<file path="src/rtl/npc_gen.sv">
// Next-PC generator: prioritised redirects, stall-held redirect, IF/ID flushes.
// Optional return-address stack built when NPC_RAS_EN is defined.
module npc_gen #(
  parameter logic [31:0] EXC_VECTOR = 32'h0000_0040,
  parameter int          RAS_DEPTH  = 4
) (
  input  logic        clk,
  input  logic        rst,
  input  logic [31:0] pc,
  input  logic        stall,
  input  logic        exc,
  input  logic        br_taken,
  input  logic [31:0] br_target,
  input  logic        jmp,
  input  logic [31:0] jmp_target,
  input  logic        call,
  input  logic [31:0] call_link,
  input  logic        ret,
  output logic [31:0] npc,
  output logic        flush_if,
  output logic        flush_id,
  output logic        pend_valid,
  output logic        ras_miss
);

  logic [31:0] seq_pc;
  logic        ret_hit;
  logic [31:0] ras_top;

  assign seq_pc = pc + 32'd4;

`ifdef NPC_RAS_EN
  localparam int PW = (RAS_DEPTH > 1) ? $clog2(RAS_DEPTH) : 1;
  localparam int CW = PW + 1;

  logic [31:0]   stk_q [RAS_DEPTH];
  logic [PW-1:0] ptr_q, ptr_d;
  logic [PW-1:0] top_idx;
  logic [PW-1:0] wr_idx;
  logic          wr_en;
  logic [CW-1:0] cnt_q, cnt_d;
  logic [CW-1:0] cnt_inc;
  logic          ras_miss_q, ras_miss_d;
  logic          ras_empty;

  assign top_idx   = ptr_q - PW'(1);
  assign ras_empty = (cnt_q == '0);
  assign ret_hit   = ret && !ras_empty;
  assign ras_top   = stk_q[top_idx];

  // Count saturates on overflow; the wrapped pointer overwrites the oldest slot
  assign cnt_inc = (cnt_q == CW'(RAS_DEPTH)) ? cnt_q : cnt_q + CW'(1);

  always_comb begin
    ptr_d      = ptr_q;
    cnt_d      = cnt_q;
    wr_en      = 1'b0;
    wr_idx     = ptr_q;
    ras_miss_d = 1'b0;
    if (!stall) begin
      ras_miss_d = ret && ras_empty;
      if (call && ret_hit) begin
        wr_en  = 1'b1;
        wr_idx = top_idx;
      end else if (call) begin
        wr_en  = 1'b1;
        wr_idx = ptr_q;
        ptr_d  = ptr_q + PW'(1);
        cnt_d  = cnt_inc;
      end else if (ret_hit) begin
        ptr_d  = top_idx;
        cnt_d  = cnt_q - CW'(1);
      end
    end
  end

  always_ff @(posedge clk or negedge rst) begin
    if (!rst) begin
      ptr_q      <= '0;
      cnt_q      <= '0;
      ras_miss_q <= 1'b0;
      for (int i = 0; i < RAS_DEPTH; i++) begin
        stk_q[i] <= '0;
      end
    end else begin
      ptr_q      <= ptr_d;
      cnt_q      <= cnt_d;
      ras_miss_q <= ras_miss_d;
      if (wr_en) begin
        stk_q[wr_idx] <= call_link;
      end
    end
  end

  assign ras_miss = ras_miss_q;
`else
  localparam int unused_depth = RAS_DEPTH;
  logic unused_ras;

  assign unused_ras = ^{call, call_link, ret};
  assign ret_hit    = 1'b0;
  assign ras_top    = '0;
  assign ras_miss   = 1'b0;
`endif

  logic [1:0]  inc_pri;
  logic [31:0] inc_tgt;

  always_comb begin
    inc_pri = 2'd0;
    inc_tgt = '0;
    if (exc) begin
      inc_pri = 2'd3;
      inc_tgt = EXC_VECTOR;
    end else if (br_taken) begin
      inc_pri = 2'd2;
      inc_tgt = br_target;
    end else if (jmp) begin
      inc_pri = 2'd1;
      inc_tgt = jmp_target;
    end else if (ret_hit) begin
      inc_pri = 2'd1;
      inc_tgt = ras_top;
    end
  end

  logic        pend_valid_q, pend_valid_d;
  logic [1:0]  pend_pri_q, pend_pri_d;
  logic [31:0] pend_tgt_q, pend_tgt_d;
  logic        take_inc;
  logic        use_pend;
  logic [1:0]  win_pri;
  logic [31:0] win_tgt;
  logic        redirect;

  assign take_inc = (inc_pri != 2'd0)
                 && (!pend_valid_q || inc_pri >= pend_pri_q);

  // A held redirect always has pri >= 1, so it also wins over "no request"
  assign use_pend = pend_valid_q && (pend_pri_q > inc_pri);
  assign win_pri  = use_pend ? pend_pri_q : inc_pri;
  assign win_tgt  = use_pend ? pend_tgt_q : inc_tgt;
  assign redirect = (win_pri != 2'd0);

  always_comb begin
    pend_valid_d = pend_valid_q;
    pend_pri_d   = pend_pri_q;
    pend_tgt_d   = pend_tgt_q;
    npc          = seq_pc;
    flush_if     = 1'b0;
    flush_id     = 1'b0;
    if (stall) begin
      npc = pc;
      if (take_inc) begin
        pend_valid_d = 1'b1;
        pend_pri_d   = inc_pri;
        pend_tgt_d   = inc_tgt;
      end
    end else begin
      pend_valid_d = 1'b0;
      pend_pri_d   = 2'd0;
      if (redirect) begin
        npc      = win_tgt;
        flush_if = 1'b1;
        flush_id = win_pri[1];
      end
    end
  end

  always_ff @(posedge clk or negedge rst) begin
    if (!rst) begin
      pend_valid_q <= 1'b0;
      pend_pri_q   <= 2'd0;
      pend_tgt_q   <= '0;
    end else begin
      pend_valid_q <= pend_valid_d;
      pend_pri_q   <= pend_pri_d;
      pend_tgt_q   <= pend_tgt_d;
    end
  end

  assign pend_valid = pend_valid_q;

endmodule

</file>
<file path="config.mk">
export PLATFORM = sky130hd
export DESIGN_NAME = npc_gen
export DESIGN_NICKNAME = d
export VERILOG_FILES = /design/src/rtl/npc_gen.sv
export SDC_FILE = /design/constraint.sdc
export NUM_CORES = 1
export LEC_CHECK = 0
export CORE_ASPECT_RATIO = 1.75
export CORE_UTILIZATION = 35
export DETAILED_ROUTE_END_ITERATION = 10
export GPL_ROUTABILITY_DRIVEN = 0
export GPL_TIMING_DRIVEN = 0
export MAX_ROUTING_LAYER = met4
export PLACE_DENSITY = 0.72
export SLEW_MARGIN = 25
export SYNTH_ARGS = -nofsm -noshare
export SYNTH_HDL_FRONTEND = slang
export SYNTH_SLANG_ARGS = --single-unit
</file>
<file path="constraint.sdc">
create_clock -name clk -period 9.9 [get_ports clk]
set_input_delay 1.98 -clock clk [delete_from_list [all_inputs] [get_ports clk]]
set_output_delay 1.98 -clock clk [all_outputs]
set_load 0.02 [all_outputs]
</file>
# [Word-level counts from Yosys, hierarchy flattened]
# Cells that the tools add are included.
# W data, S select, Z words.
[classes] addsub=1 multipliers=0 div_mod_pow=0 magnitude_cmp=2 eq_ne=1 shifts=0 n_mux=18 bitwise_logic=0 reduce_logical=7
[op_table] op="$mux W32" count=6
[op_table] op="$add A32 B3 Y32 const B" count=1
[op_table] op="$mux W2" count=5
[op_table] op="$mux W1" count=7
[op_table] op="$reduce_bool A2 Y1" count=2
[op_table] op="$ge A2 B2 Y1" count=1
[op_table] op="$gt A2 B2 Y1" count=1
[op_table] op="$logic_and A1 B1 Y1" count=2
[op_table] op="$ne A2 B1 Y1 const B" count=1
[op_table] op="$reduce_and A2 Y1" count=1
[op_table] op="$logic_not A1 Y1" count=1
[op_table] op="$logic_or A1 B1 Y1" count=1
[word_totals] regBits=35 latchBits=0 mem_bits_rw=0 romBits=0 in_bits=136 output_inout_bits=36 mem_count=0

# [Logic depth before layout (Yosys ltp)]
[depth] word_depth=9 depth_mapped=11 mapped_depth_nobuf=9

# [Least setup slack after synthesis]
# OpenSTA, ideal clock, no wires.
[synth_path] path_kind="input to output" from="input port exc" to="output port npc[10]" arrival_ps=4541 required_time_ps=7920 setup_slack_ps=3379 path_stages=11 path_cell_list="clkbuf_1 > clkbuf_1 > nor2_1 > ha_1 > nor2b_1 > o211ai_2 > mux2i_1 > buf_2 > buf_2 > a21oi_1 > o21ai_0"
[synth_between] elab_chain_len=7 word_cells_on_any_way=9 classes_between="1 x order compare; 6 x mux; 2 x reduce/logical"
[synth_rtl] item="start, declared" line="11" source="input logic exc,"
[synth_rtl] item="$mux W2" line="112" source="if (exc) begin"
[synth_rtl] item="$gt A2 B2 Y1" line="140" source="assign use_pend = pend_valid_q && (pend_pri_q > inc_pri);"
[synth_rtl] item="$logic_and A1 B1 Y1" line="140"
[synth_rtl] item="$mux W2" line="141" source="assign win_pri = use_pend ? pend_pri_q : inc_pri;"
[synth_rtl] item="$reduce_bool A2 Y1" line="143" source="assign redirect = (win_pri != 2'd0);"
[synth_rtl] item="$mux W32 (*)" line="162" source="if (redirect) begin"
[synth_rtl] item="$mux W32 (*)" line="152" source="if (stall) begin"
[synth_rtl] item="end, declared" line="19" source="output logic [31:0] npc,"
# Mark *: on every way between the ends. The rest lies on a longest branch, timed or not.

# [Final worst setup path]
[layout_path] from="input port br_taken" to="output port npc[16]"
[layout_between] elab_chain_len=8 word_cells_on_any_way=11 classes_between="1 x order compare; 8 x mux; 2 x reduce/logical"
[layout_rtl] item="start, declared" line="12" source="input logic br_taken,"
[layout_rtl] item="$mux W2" line="115" source="end else if (br_taken) begin"
[layout_rtl] item="$mux W2" line="112"
[layout_rtl] item="$gt A2 B2 Y1" line="140"
[layout_rtl] item="$logic_and A1 B1 Y1" line="140"
[layout_rtl] item="$mux W2" line="141"
[layout_rtl] item="$reduce_bool A2 Y1" line="143"
[layout_rtl] item="$mux W32 (*)" line="162"
[layout_rtl] item="$mux W32 (*)" line="152"
# Marks and branches as above.

==> flow_metrics.tcl <==
set metrics [dict create \
    max_stage_delay_ns 0.65 \
    clock.fmax_ghz 0.128 \
    drtPass1Iterations 7 \
    syn_to_final_growth_pct 52.2 \
    postRouteAntennaNets 0 \
    dp_cells 696 \
    relSlewSlack_pct 61.2 \
    required_ns 7.92 \
    grt_pass1_vias 3952 \
    grt_pass1_wl_mm 19.5 \
    drv_slew 0 \
    initial_core_util_pct 36.2 \
    fin_crit_ns 7.80 \
    die_height_um 128 \
    hpwl_mm 9.83 \
    htree_num_levels 2 \
    vias_per_cell 5.80 \
    ys_warn_count 0 \
    p_int_mw 0.374 \
    n_antenna_cell 0 \
    synth-edff-count 0 \
    nFillCells 866 \
    ys.flop_type "dfrtp_1" \
    cts.reportedPaths.clkPinSlew_ns 0.05 \
    p_leak_nw 1.90 \
    post_cts.repair.setup_buffers 0 \
    ys_seq_area_share_pct 27.7 \
    grt_use_total_pct 27.7 \
    fin_ws_ns 2.10 \
    synth.distinct_cells 54 \
    clockBufferDepth 2 \
    cp.arrival_ns 5.82 \
    grt_max_degree 30 \
    fin_util_pct 55.1 \
    async_flop_share_pct 100 \
    fp.dieW_um 73.8 \
    cts_resized 0 \
    path_cells "clkdlybuf4s50_1 -> clkbuf_1 -> nor2_1 -> ha_1 -> nor2b_1 -> o211ai_2 -> mux2i_1 -> buf_2 -> buf_2 -> a21oi_1 -> o21ai_0 -> clkdlybuf4s50_1" \
    wirelength_mm 12.4 \
    core.rowCount 45 \
    pre_cts_ws_ns 2.16 \
    p_sw_share_pct 35.0 \
    cts_hold_buf 0 \
    drc 0 \
    dieArea_mm2 0.00943 \
    run_status "finished clean" \
    report.final.setup_viol 0 \
    synth_top_area_share_pct 27.7 \
    worst_slew_pin_slew_ns 0.582 \
    rsz0062_at_grt "false" \
    fin_tns_setup_ns 0 \
    postSynthCellCount 443 \
    finClkSkew_ns 0.00764 \
    critPathKind "in2out" \
    ir_worst_vdd_mv 0.111 \
    layout-drive-gt1-share_pct 6.30 \
    numPortBuffers 135 \
    yosys.cell_count.top_type "a21oi_1" \
    antenna_found_initial 0 \
    hp-class "reg2reg" \
    maxCapViolCount 0 \
    num_io_pins 172 \
    core_area_mm2 0.00873 \
    switching_power_mw 0.201 \
    syn_nets 582 \
    syn_avg_cell_area_um2 7.14 \
    cp_slowest_cell "clkdlybuf4s50_1" \
    combPwrFrac_pct 43.2 \
    cts_inserted_buffers 5 \
    holdWs_ns 0.483 \
    power.density_mw_per_mm2 120 \
    vias 4084 \
    power_frac_seq_pct 31.1 \
    clock_power_share_pct 25.7 \
    drtIter0Drc 445 \
    overflow 0 \
    final_cells 704 \
    syn-cell-area_mm2 0.00316 \
    synth-seq-cells 35 \
    synth_top_cell_by_area "dfrtp_1" \
    post-route-period-util_pct 78.7 \
    final_nets 725 \
    crit_fanout 10 \
    crit_path_start_kind "input pin" \
    clkSinkCount 35 \
    final-hold-violation-count 0 \
    synth.area.top_cells "dfrtp_1, a21oi_1, nor2_1, a22oi_1, o21ai_0" \
    cp-end-kind "output pin" \
    synth_top_cells_by_count "a21oi_1, nor2_1, o21ai_0" \
    clockRootBuffer "clkbuf_16" \
    wire_per_inst_um 17.6 \
    clkLatencyLatePin_ns 0.28 \
    cts_tree "done" \
]
-- sequential cells by signal, indices dropped and copies added (netlist names) --
| signal | cells |
|---|---|
| pend_pri_q | 2 |
| pend_tgt_q | 32 |
| pend_valid | 1 |
-- critical path, delay by kind of cell --
family	cells	cell delay, ns
and+or+nand+nor	2	0.28
buffers and inverters	5	2.25
muxes	1	0.38
adders and majority gates	1	0.31
AOI/OAI and AO/OA	3	0.61
-- cell type report --
cell class              count  area (um2)  area share (%)
multi-input cells         361        2080            43.2
repair buffers            136        1370            28.4
flip-flops and latches     35         876            18.2
plain buffers              42         188            3.90
well taps                 117         146            3.04
clock buffers               7         133            2.76
inverters                   5        18.8           0.390
clock inverters             1        5.00           0.104
-- power groups by stage --
stage	Combinational [mW]	Clock [mW]	Sequential, mW
after floorplan	0.128	0	0.178
after global placement	0.241	0	0.179
after detailed placement	0.246	0	0.180
after CTS	0.248	0.151	0.178
after global routing	0.270	0.157	0.181
final	0.249	0.148	0.179
-- per-stage QoR --
step / cell area, um2 / total power [mW]
detailed placement: 4670 / 0.427
finish: 4810 / 0.576
global route: 4810 / 0.608
global placement: 4660 / 0.420
CTS: 4810 / 0.576
floorplan: 3160 / 0.305
-- logic make-up (layout without fill, tap and decap cells) --
logic type,count (synthesis),in the layout,synth area share (%)
AO/OA/AOI/OAI,199,199,38.0
other,1,1,0.119
buffers and inverters,47,191,6.53
multiplexers,11,11,3.76
AND/OR/NAND/NOR,147,147,22.7
adder cells (fa/ha/maj),3,3,1.19
flip-flops,35,35,27.7
-- path summary, 6_finish.rpt --
path,start,endpoint,slack (ns),cells past startpoint
min in group asynchronous,rst,pend_tgt_q[21],1.54,1
max reg2reg,pend_pri_q[1],pend_pri_q[0],7.48,7
max,br_taken,npc[16],2.10,12
max in group asynchronous,rst,pend_tgt_q[0],7.96,2
min,pend_tgt_q[2],pend_tgt_q[2],0.48,1
min reg2reg,pend_tgt_q[2],pend_tgt_q[2],0.48,1
-- routing by layer --
layer,wire [um],global-route usage (%),part of all wire [%]
met2,6610,47.8,53
met1,4620,30.7,37
met5,0,-,0
met4,401,13.5,3.2
met3,736,3.62,6.0
-- placed cells by master (no fill, tap or decap), types with 3 or more instances in the layout --
cell type and instances:
o22a_1 5, nand2_1 21, nand3_1 5, nor2b_1 4, clkbuf_16 5, a21oi_1 78
and2_1 4, a41oi_1 3, mux2_1 6, nor2_1 76, a32oi_1 4, clkdlybuf4s50_1 134
a31oi_1 8, o21ai_0 38, buf_2 16, a22oi_1 30, o21ai_1 8, and3_1 4
clkbuf_1 26, nor3_1 11, ha_1 3, a211oi_1 11, mux2i_1 4, dfrtp_1 35
and4_1 4, inv_1 5
Note: power is estimated with default switching activity, not from simulation.
